$ cat config.mk
export PLATFORM = sky130hd
export DESIGN_NAME = shift_reg_sched
export DESIGN_NICKNAME = d
export VERILOG_FILES = /design/src/rtl/shift_reg_sched.sv
export SDC_FILE = /design/constraint.sdc
export NUM_CORES = 1
export LEC_CHECK = 0
export ABC_AREA = 0
export CAP_MARGIN = 20
export CORE_MARGIN = 4
export CORE_UTILIZATION = 44
export CTS_BUF_LIST = sky130_fd_sc_hd__clkbuf_2
export CTS_CLUSTER_DIAMETER = 40
export CTS_CLUSTER_SIZE = 30
export DETAILED_ROUTE_END_ITERATION = 16
export PLACE_DENSITY = 0.77
export SYNTH_ARGS = -nofsm -noshare
export SYNTH_HDL_FRONTEND = slang
export SYNTH_SLANG_ARGS = --single-unit
export TNS_END_PERCENT = 20
$ cat constraint.sdc
create_clock -name clk -period 1.6 [get_ports clk]
set_input_delay 0.32 -clock clk [delete_from_list [all_inputs] [get_ports clk]]
set_output_delay 0.32 -clock clk [all_outputs]
set_load 0.01 [all_outputs]
$ cat src/rtl/shift_reg_sched.sv
// shift_reg_sched: round-robin two-requester scheduler that serially loads an external shift register
// and returns the captured parallel word over a valid/ready response channel.
module shift_reg_sched #(
  parameter int WIDTH = 4
) (
  input  logic             clk,
  input  logic             rst,
  input  logic             req_valid_a,
  input  logic [WIDTH-1:0] req_data_a,
  input  logic             req_dir_a,
  output logic             req_ready_a,
  input  logic             req_valid_b,
  input  logic [WIDTH-1:0] req_data_b,
  input  logic             req_dir_b,
  output logic             req_ready_b,
  output logic             sr_shift_left,
  output logic             sr_shift_right,
  output logic             sr_serial_in,
  input  logic [WIDTH-1:0] sr_q,
  output logic             rsp_valid,
  output logic [WIDTH-1:0] rsp_data,
  output logic             rsp_id,
  input  logic             rsp_ready,
  output logic             busy
);
  localparam int CW = $clog2(WIDTH);
  localparam logic [CW-1:0] LAST = CW'(WIDTH - 1);
  typedef enum logic [1:0] {IDLE, SHIFT, CAPT, RESP} state_t;
  state_t state, state_nxt;
  logic [CW-1:0] cnt;
  logic [WIDTH-1:0] word;
  logic dir, last_b, grant_a, grant_b, accept;
  // A wins unless B is alone or A was granted last
  assign grant_a = req_valid_a && (!req_valid_b || last_b);
  assign grant_b = req_valid_b && !grant_a;
  assign accept = rst && state == IDLE && (req_valid_a || req_valid_b);
  assign req_ready_a = accept && grant_a;
  assign req_ready_b = accept && grant_b;
  always_ff @(posedge clk or negedge rst) begin
    if (!rst) state <= IDLE;
    else state <= state_nxt;
  end
  always_comb begin
    state_nxt = state == IDLE  ? (accept ? SHIFT : IDLE) :
                state == SHIFT ? (cnt == LAST ? CAPT : SHIFT) :
                state == CAPT  ? RESP :
                                 (rsp_ready ? IDLE : RESP);
  end
  always_ff @(posedge clk or negedge rst) begin
    if (!rst) begin
      cnt       <= '0;
      word      <= '0;
      dir       <= 1'b0;
      last_b    <= 1'b1;
      rsp_id    <= 1'b0;
      rsp_valid <= 1'b0;
      rsp_data  <= '0;
    end else begin
      if (accept) begin
        word   <= grant_a ? req_data_a : req_data_b;
        dir    <= grant_a ? req_dir_a : req_dir_b;
        rsp_id <= grant_b;
        last_b <= grant_b;
        cnt    <= '0;
      end
      if (state == SHIFT && cnt != LAST) cnt <= cnt + 1'b1;
      if (state == CAPT) begin
        rsp_data  <= sr_q;
        rsp_valid <= 1'b1;
      end
      if (state == RESP && rsp_ready) rsp_valid <= 1'b0;
    end
  end
  // Left shifts feed the MSB first, right shifts the LSB first, so both end with sr_q == word
  always_comb begin
    sr_shift_left  = state == SHIFT && !dir;
    sr_shift_right = state == SHIFT && dir;
    sr_serial_in   = state == SHIFT && (dir ? word[cnt] : word[LAST - cnt]);
    busy           = state != IDLE;
  end
endmodule

==> results.json <==
{
  "cp_max_fo": 3,
  "clock-sinks": 16,
  "crit_chain": "mux4_2 > a22o_1 > buf_2",
  "period_needed_ns": 1.909,
  "die_x_microns": 53.94,
  "gp_congestion": 0.7783,
  "area_growth_pct": 47.57,
  "path_buf_inv": 1,
  "path_class": "reg2out",
  "start_util_pct": 46.84,
  "grt_max_degree": 17,
  "gr-usage-all-layers_pct": 16.74,
  "r2r_setup_slack_ns": 0.03,
  "fin_crit_sh_pct": 119.3,
  "power_per_cell_area_nw_per_um2": 1688,
  "drt_first_pass_iters": 2,
  "clk_pin_slew_ns": 0.15,
  "drcViolationCount": 0,
  "ant_nets": 0,
  "core_sq_um": 1982,
  "hpwl_microns": 1772,
  "synth_area_leaders": "dfrtp_1 40%, mux4_1 5.7%, a31oi_2 5.4%",
  "drt_iter0_drc": 11,
  "ir_drop_mv": 0.9214,
  "synth_warnings": 0,
  "crit_cells": 3,
  "r2r.worst_path.cells": 5,
  "layout.nets": 150,
  "fin_ws_ns": -0.3088,
  "final_area_sq_um": 1370,
  "port_buffers": 30,
  "syn_inst": 77,
  "worst_pin_slew_ns": 0.2545,
  "cp-start-kind": "flop",
  "run_status": "complete, but fails checks",
  "totalWireLength_microns": 2110,
  "cts_buffer_depth": 2,
  "placed_cells": 150,
  "io_pins": 31,
  "synth-seq-cells": 16,
  "cts_buffers": 3,
  "placed_area_sq_um": 1359,
  "diodes": 0,
  "drive_gt1_share_pct": 38.76,
  "r2r-start": "cnt[0]",
  "tritoncts": "yes",
  "r2r-end": "cnt[0]",
  "cp-end-kind": "primary output",
  "rows": 16,
  "slew_headroom_pct": 82.85,
  "cap_violations": 0,
  "critPathTopFamily": "multiplexers",
  "slowest_stage": "mux4_2",
  "vias": 811,
  "cts_hold_buf": 0,
  "violations": "negative setup slack",
  "final_util_pct": 69.13,
  "total_leakage_power_nw": 0.6128,
  "p_total_mw": 2.313,
  "syn_avg_cell_area_sq_um": 12.06,
  "finalHoldViolCount": 0,
  "grt_pass1_vias": 809,
  "fmax_mhz": 523.9,
  "setup_violations": 5,
  "overflow": 0,
  "clock_latency_ns": 0.29,
  "fillers": 163,
  "die_area_sq_um": 2909,
  "layoutNonFillerInstCount": 156,
  "die_y_microns": 53.94,
  "rsz0062_at_grt": "yes",
  "antenna_found_initial": 0,
  "slew_violations": 0,
  "hold_class": "in2async",
  "grt_pass1_wl_microns": 3415,
  "netlist_area_sq_um": 928.4,
  "netlist-cell-type-count": 31,
  "htreeDepth": 1,
  "root_buffer": "clkbuf_2",
  "yosysTopAreaCell": "dfrtp_1",
  "ys_seq_area_share_pct": 43.26,
  "vias_per_cell": 5.199,
  "crit_arrival_ns": 1.59,
  "yosysTopAreaCellShare_pct": 40.43,
  "syn_nets": 97,
  "fin_skew_ns": 0.01036,
  "critPathMaxStageDelay_ns": 0.52,
  "worst_ep_required_time_ns": 1.28,
  "wl_per_cell_microns": 13.53
}
[cells in the final DEF, fill, tap and decap left out, types with 4 or more instances in the layout]
master / synthesis / layout
buf_4: 0 / 24
clkdlybuf4s50_1: 0 / 23
dfrtp_1: 15 / 15
nand2_1: 6 / 6
a21oi_1: 6 / 6
o211ai_1: 5 / 5
o21ai_0: 5 / 5
a31oi_2: 4 / 4
mux2_2: 4 / 4
[metal layers]
| metal | track usage [%] | share of wire (%) | wire (microns) |
|---|---|---|---|
| met2 | 28.43 | 54 | 1146 |
| met4 | 8.936 | 1.3 | 27 |
| met5 | 0 | 0 | 0 |
| met1 | 20.03 | 38 | 810 |
| met3 | 2.770 | 6.0 | 126 |
[area by class of cell]
class                   count  area (sq um)  share of cell area [%]
multi-input cells          54         461.7                   33.70
repair buffers             52         442.9                   32.33
flip-flops and latches     16         401.6                   29.32
well taps                  27         33.78                   2.466
clock buffers               3         15.01                   1.096
inverters                   3         11.26                  0.8219
clock inverters             1         3.754                  0.2740
[kinds of logic (layout without fill, tap and decap cells)]
kind of cell	after synthesis	in the layout	synth area share, %
adders and majority gates	1	1	1.347
and+or+nand+nor	18	18	12.80
AOI/OAI and AO/OA	29	29	25.07
muxes	6	6	10.51
DFF	16	16	43.26
buffers and inverters	7	59	7.008
[worst reg2reg max path, cell delays in order (launching register included)]
cell and delay (ns):
dfrtp_1 0.45, buf_4 0.16, ha_1 0.20, or3b_4 0.41, or2_1 0.23, o21ai_2 0.05
[cells in the mapped netlist, drive strengths merged]
| master | count |
|---|---|
| a21o | 3 |
| a21oi | 6 |
| a22o | 1 |
| a31oi | 6 |
| and2 | 1 |
| and3b | 1 |
| buf | 4 |
| dfrtp | 15 |
| dfstp | 1 |
| ha | 1 |
| inv | 3 |
| mux2 | 4 |
| mux4 | 2 |
| nand2 | 6 |
| nand3 | 1 |
| nor2b | 2 |
| nor3 | 1 |
| nor3b | 2 |
| o211a | 1 |
| o211ai | 5 |
| o21ai | 6 |
| o22ai | 1 |
| or2 | 3 |
| or3b | 1 |
[how the worst max path moves through the flow]
stage,end,start,slack [ns]
5_1_grt,sr_serial_in,cnt[0],-0.42
3_5_place_dp,req_ready_a,rst,-0.60
2_1_floorplan,req_ready_a,state[1],0.05
6_report,sr_serial_in,cnt[0],-0.31
3_3_place_gp,req_ready_a,rst,-0.62
4_1_cts,sr_serial_in,cnt[0],-0.32
[power breakdown]
group          switching, mW  internal, mW
combinational          0.539         0.819
clock                  0.124        0.0543
sequential             0.162         0.615
total                  0.825          1.49
[metrics by stage]
| stage | TNS (ns) | worst slack [ns] | hold WS, ns |
|---|---|---|---|
| 2_1_floorplan | 0 | 0.04919 | 0.02441 |
| 3_3_place_gp | -2.251 | -0.6198 | 0.4633 |
| 3_5_place_dp | -2.394 | -0.6040 | 0.4673 |
| 4_1_cts | -1.029 | -0.3235 | 0.1058 |
| 5_1_grt | -1.410 | -0.4156 | 0.1250 |
| 6_report | -0.9356 | -0.3088 | 0.1054 |
[flip-flops by register name, indices dropped and copies added, names as in the netlist]
name,cells
cnt,2
last_b,1
rsp_data,4
rsp_id,1
state,2
word,4
rsp_valid,1
dir,1
[timing repair]
action / CTS / global route
pin swaps: 3 / 0
endpoints found under the setup margin: 6 / 6
resized for setup: 22 / 0
setup buffers: 2 / 0
Power figures use the tool's default switching activity.
==> patch 1, RTL diff (config.mk and constraints unchanged) <==
The parameter `WIDTH` goes from 4 to 16.
--- a/src/rtl/shift_reg_sched.sv
+++ b/src/rtl/shift_reg_sched.sv
@@ -1,7 +1,7 @@
 // shift_reg_sched: round-robin two-requester scheduler that serially loads an external shift register
 // and returns the captured parallel word over a valid/ready response channel.
 module shift_reg_sched #(
-  parameter int WIDTH = 4
+  parameter int WIDTH = 16
 ) (
   input  logic             clk,
   input  logic             rst,
Ports: changed (resized req_data_a, req_data_b, rsp_data and sr_q); port bits go from 31 to 79. The function was not compared with the original's and may differ.
==> patch 1 against the unedited design <==
  * The flow still finishes with violations (negative setup slack)
  * Register-to-register slack got worse by 140 ps
  * Synthesized area rose by 130%
  * Sequential cell count increased by 26
  * Setup slack lost 470 ps
  * Cell area up 140%
  * Via count rose by 120%
  * Maximum frequency down 20%
  * Synthesized cell count is 130% higher
  * Wire length rose to 2.6 times the old value
  * Total power grew to 2.5 times the old value
  * Highest routed layer unchanged
==> patch 1: results (changes against the unedited design) <==
The highest ir drop seen on vdd came out at 1.024 mV (was 0.9214 mV). The setup-violating endpoint count in the final report came to 26 (was 5). The leakage power summed over all cells came out at 1.535 nW (was 0.6128 nW). The final setup skew was 22.75 ps (was 10.36 ps). The total nets after synthesis came out at 231 (was 97). The share of cells above drive strength 1 was 32.07% (was 38.76%). The net count reported at finish is 345 (was 150). The depth of the most critical reg-to-reg path is 10 (was 5). The pre-CTS worst setup slack came out at -840.3 ps (was -604.0 ps).

The area of the multi-input gates was 0.001040 mm2 (was 461.7 um2). The flop-to-flop setup slack is -110 ps (was 30 ps). The part of the total power dissipated in the clock network came to 10.6% (was 7.7%).

The switching power summed over all nets is 2.035 mW (was 0.8251 mW). Failing checks: negative setup slack (unchanged). The CTS clock-pin slew for the worst setup and hold paths is 220 ps (was 150 ps). The CTS buffer count came to 5 (was 3). The worst-case setup margin in the final layout came out at -775.8 ps (was -308.8 ps).

The maximum fanout along the worst path came out at 4 (was 3). The data arrival time of the critical path came out at 2060 ps (was 1590 ps). The adder-cell share of the synthesized area was 0.5917% (was 1.348%).

The portion of the post-synthesis area used by sequential elements came out at 49.76% (was 43.26%). The all-layer global routing usage is 19.58% (was 16.74%). Result of the run: finished, violations left (unchanged). The worst-margin pin slew was 448.2 ps (was 254.5 ps). The count of port buffers added during placement is 78 (was 30). The xor-xnor portion of the synthesized cell area came to 0.4142% (was 0%). The cell area after placement is 0.003078 mm2 (was 0.001359 mm2).

The count of routing violations after the opening detailed-route iteration is 90 (was 11).
[patch 1: cell count changes in the layout (fill, tap and decap cells not counted), moves of 4 or more]
cell	change
sky130_fd_sc_hd__clkdlybuf4s50_1	+30
sky130_fd_sc_hd__buf_6	+13
sky130_fd_sc_hd__nor2_1	+19
sky130_fd_sc_hd__mux2_2	+13
sky130_fd_sc_hd__o21ai_0	-4
sky130_fd_sc_hd__dfrtp_1	+24
sky130_fd_sc_hd__o211ai_1	-4
sky130_fd_sc_hd__mux2i_1	+18
sky130_fd_sc_hd__a31oi_2	-4
sky130_fd_sc_hd__buf_4	+5
sky130_fd_sc_hd__dlygate4sd2_1	+16
sky130_fd_sc_hd__a21oi_1	+11
[patch 1: stage by stage]
| step | TNS [ps] | std cells |
|---|---|---|
| 3_5_place_dp | -7661 | 319 |
| 5_1_grt | -4630 | 342 |
| 4_1_cts | -2047 | 340 |
| 2_1_floorplan | -165.6 | 175 |
| 3_3_place_gp | -6415 | 319 |
| 6_report | -2698 | 342 |
[patch 1: what timing repair did]
| action | CTS | global route |
|---|---|---|
| endpoints found under the setup margin | 28 | 31 |
| pin swaps | 7 | 4 |
| resized for setup | 61 | 16 |
| setup buffers | 12 | 2 |
| endpoints found under the hold margin | 35 | 0 |
| hold buffers | 1 | 0 |
[patch 1: final cells by class]
class,instances,share of cell area (%)
clock buffer,6,0.8949
clock inverter,2,1.119
inverter,3,0.3356
multi-input combinational,118,30.98
sequential,42,31.43
tap,52,1.939
timing repair buffer,119,33.30
[patch 1: per-layer routing]
layer	global-route usage, %	vias to the layer above	wire (um)
met3	3.747	10	260
li1	-	864	-
met4	9.609	0	127
met2	33.85	53	2942
met1	23.33	875	2173
met5	0	-	0
==> patch 2, RTL diff (same settings) <==
Made on the original files. Re-encode `state_t` (4 states) as one-hot, 4 bits wide.
--- a/src/rtl/shift_reg_sched.sv
+++ b/src/rtl/shift_reg_sched.sv
@@ -25,7 +25,7 @@
 );
   localparam int CW = $clog2(WIDTH);
   localparam logic [CW-1:0] LAST = CW'(WIDTH - 1);
-  typedef enum logic [1:0] {IDLE, SHIFT, CAPT, RESP} state_t;
+  typedef enum logic [3:0] {IDLE = 4'b0001, SHIFT = 4'b0010, CAPT = 4'b0100, RESP = 4'b1000} state_t;
   state_t state, state_nxt;
   logic [CW-1:0] cnt;
   logic [WIDTH-1:0] word;
Check against the original RTL: same outputs for any inputs over 10 cycles, from zero or initial values and one cycle with rst low; not proved beyond that.
==> patch 2 against the unedited design <==
  * The run still ends with negative setup slack left
  * Total power down 6.7%
  * Cell area up 20%
  * Synthesized cell count up 6.5%
  * Register-to-register slack worse by 200 ps
  * Count of clock-buffer cells in the layout unchanged
  * Setup slack worse by 130 ps
  * Synthesized area up 1.2%
  * Clock power up 11%
  * Sequential share of layout area down 1.5 points
  * Sequential power up 1%
  * Critical path depth up 2
  * Die area up 1.0%
  * Sequential cell count up 2
  * Wire length up 32%
  * Largest power group unchanged
==> patch 2: results (changes against the unedited design) <==
Result of the run: finished, violations left (unchanged). Failing checks: negative setup slack (unchanged). The final setup skew is 14.42 ps (was 10.36 ps). The depth of the most critical reg-to-reg path came out at 7 (was 5). The maximum fanout along the worst path is 2 (was 3). The number of levels in the clock H-tree was 1 (unchanged). The global placer's final weighted congestion came to 0.7800 (was 0.7783).

The wire length of the first global-routing pass is 4133 um (was 3415 um). The worst-case setup margin in the final layout is -433.8 ps (was -308.8 ps). The share of cells above drive strength 1 is 45.58% (was 38.76%). The met1 global-route usage was 22.78% (was 20.03%).

The pre-CTS worst setup slack is -756.3 ps (was -604.0 ps). The maximum number of pins on one net before global-route repair came to 22 (was 17). The leakage power summed over all cells came out at 0.7664 nW (was 0.6128 nW). The all-layer global routing usage came out at 20.02% (was 16.74%). The count of port buffers added during placement came to 30 (unchanged). The distinct cell type count of the synthesized netlist is 32 (was 31). The clock latency of the later-clocked register in the worst-skew pair came out at 310 ps (was 290 ps). Most used standard cells in the synthesized netlist: sky130_fd_sc_hd__dfrtp_1 (16), sky130_fd_sc_hd__o21ai_0 (8), sky130_fd_sc_hd__a31oi_1 (6) (was sky130_fd_sc_hd__dfrtp_1 (15), sky130_fd_sc_hd__a21oi_1 (6), sky130_fd_sc_hd__nand2_1 (6)).

The number of filler cells placed in the layout is 130 (was 163). The setup-violating endpoint count in the final report came to 12 (was 5). The tightest slew margin relative to the limit came to 69.34% (was 82.85%).

The slowest stage cell on the critical path is sky130_fd_sc_hd__or4b_4 (was sky130_fd_sc_hd__mux4_2). The count of routing violations after the opening detailed-route iteration is 9 (was 11). The total of warnings raised by yosys came out at 0 (unchanged). The number of detailed-routing iterations run before antenna repair is 4 (was 2). The portion of the post-synthesis area used by sequential elements came out at 48.20% (was 43.26%). The HPWL after detailed placement came to 1974 um (was 1772 um). Biggest registers after layout: rsp_data x4, state x4, word x4 (was rsp_data x4, word x4). The total detailed-routing wirelength is 2793 um (was 2110 um). The worst-case clock buffer depth is 2 (unchanged). The highest ir drop seen on vdd is 0.8898 mV (was 0.9214 mV).

The global routing usage on met2 is 36.65% (was 28.43%). The capture point of the worst reg-to-reg path is rsp_data[3] (was cnt[0]). Ranking of synthesized cells by area: sky130_fd_sc_hd__dfrtp_1 (43%), sky130_fd_sc_hd__dfstp_2 (5.6%), sky130_fd_sc_hd__mux2_2 (4.8%) (was sky130_fd_sc_hd__dfrtp_1 (40%), sky130_fd_sc_hd__mux4_1 (5.7%), sky130_fd_sc_hd__a31oi_2 (5.4%)). The path category of the worst min-delay check is in2async (unchanged). The data arrival time of the critical path came out at 1710 ps (was 1590 ps). The net count reported at finish came out at 168 (was 150). The fraction of met3 tracks used by global routing came out at 2.180% (was 2.770%).

The biggest cell delay along the critical path came to 470 ps (was 520 ps). The initial antenna violation count is 0 (unchanged). The flop-to-flop setup slack is -170 ps (was 30 ps). The number of global-route vias before repair was 948 (was 809). The total via count in the routed design was 942 (was 811).

The start of the worst register-to-register path is state[1] (was cnt[0]). The CTS clock-pin slew for the worst setup and hold paths came out at 180 ps (was 150 ps). The total nets after synthesis is 102 (was 97).
[patch 2: cell type report]
type / count / area, um2 / area share, %
Clock buffer: 3 / 15.01 / 0.9132
Multi-Input combinational cell: 58 / 568.0 / 34.55
Timing Repair Buffer: 63 / 551.8 / 33.56
Inverter: 4 / 15.01 / 0.9132
Tap cell: 27 / 33.78 / 2.055
Clock inverter: 1 / 3.754 / 0.2283
Sequential cell: 18 / 456.7 / 27.78
[patch 2: worst max-delay path, delay by kind of cell, from the launching register on]
kind | cells | cell delay [ps]
AOI/OAI and AO/OA | 1 | 130
buffers and inverters | 2 | 230
DFF | 1 | 460
and+or+nand+nor | 2 | 580
[patch 2: per-layer routing]
layer	share of wire (%)	wire length, um
met5	0	0
met4	2.0	57
met3	4.0	112
met2	55	1540
met1	39	1082
[patch 2: cell families (layout without fill, tap and decap cells)]
| kind of cell | after synthesis | in the layout | share of synthesized area (%) |
|---|---|---|---|
| and+or+nand+nor | 17 | 17 | 12.65 |
| muxes | 7 | 7 | 10.65 |
| DFF | 18 | 18 | 48.20 |
| adders and majority gates | 1 | 1 | 1.331 |
| AOI/OAI and AO/OA | 33 | 33 | 24.64 |
| buffers and inverters | 6 | 71 | 2.529 |
[patch 2: what timing repair did]
action	CTS	global route
hold endpoints to repair	0	0
setup buffers	5	3
cloned	0	0
pin swaps	4	4
setup endpoints to repair	7	22
resized for setup	40	11
hold buffers	0	0
[patch 2: worst min path at each step]
stage	start	end	slack, ps	depth (start not counted)
2_1_floorplan	rst	cnt[0]	20	0
3_3_place_gp	rsp_data[0]	rsp_data[0]	490	1
3_5_place_dp	rsp_data[1]	rsp_data[1]	500	1
4_1_cts	rst	state[2]	410	2
5_1_grt	rst	dir	440	2
6_report	rst	state[2]	430	2
[patch 2: where the power goes]
| group | total, mW | leakage [nW] | switching, mW | internal (mW) |
|---|---|---|---|---|
| Combinational | 1.17 | 0.531 | 0.496 | 0.677 |
| Sequential | 0.788 | 0.221 | 0.166 | 0.622 |
| Clock | 0.198 | 0.0140 | 0.143 | 0.0543 |
[patch 2: stage by stage]
stage	utilization (%)	area (um2)	hold slack, ps	cells	setup TNS (ps)
global route	82.13	1644	439.0	174	-3453
detailed placement	73.44	1470	500.9	162	-5183
finish	82.13	1644	428.5	174	-2773
CTS	78.63	1574	408.0	171	-2340
global placement	73.44	1470	487.5	162	-4135
floorplan	-	957.2	24.41	82	-233.2
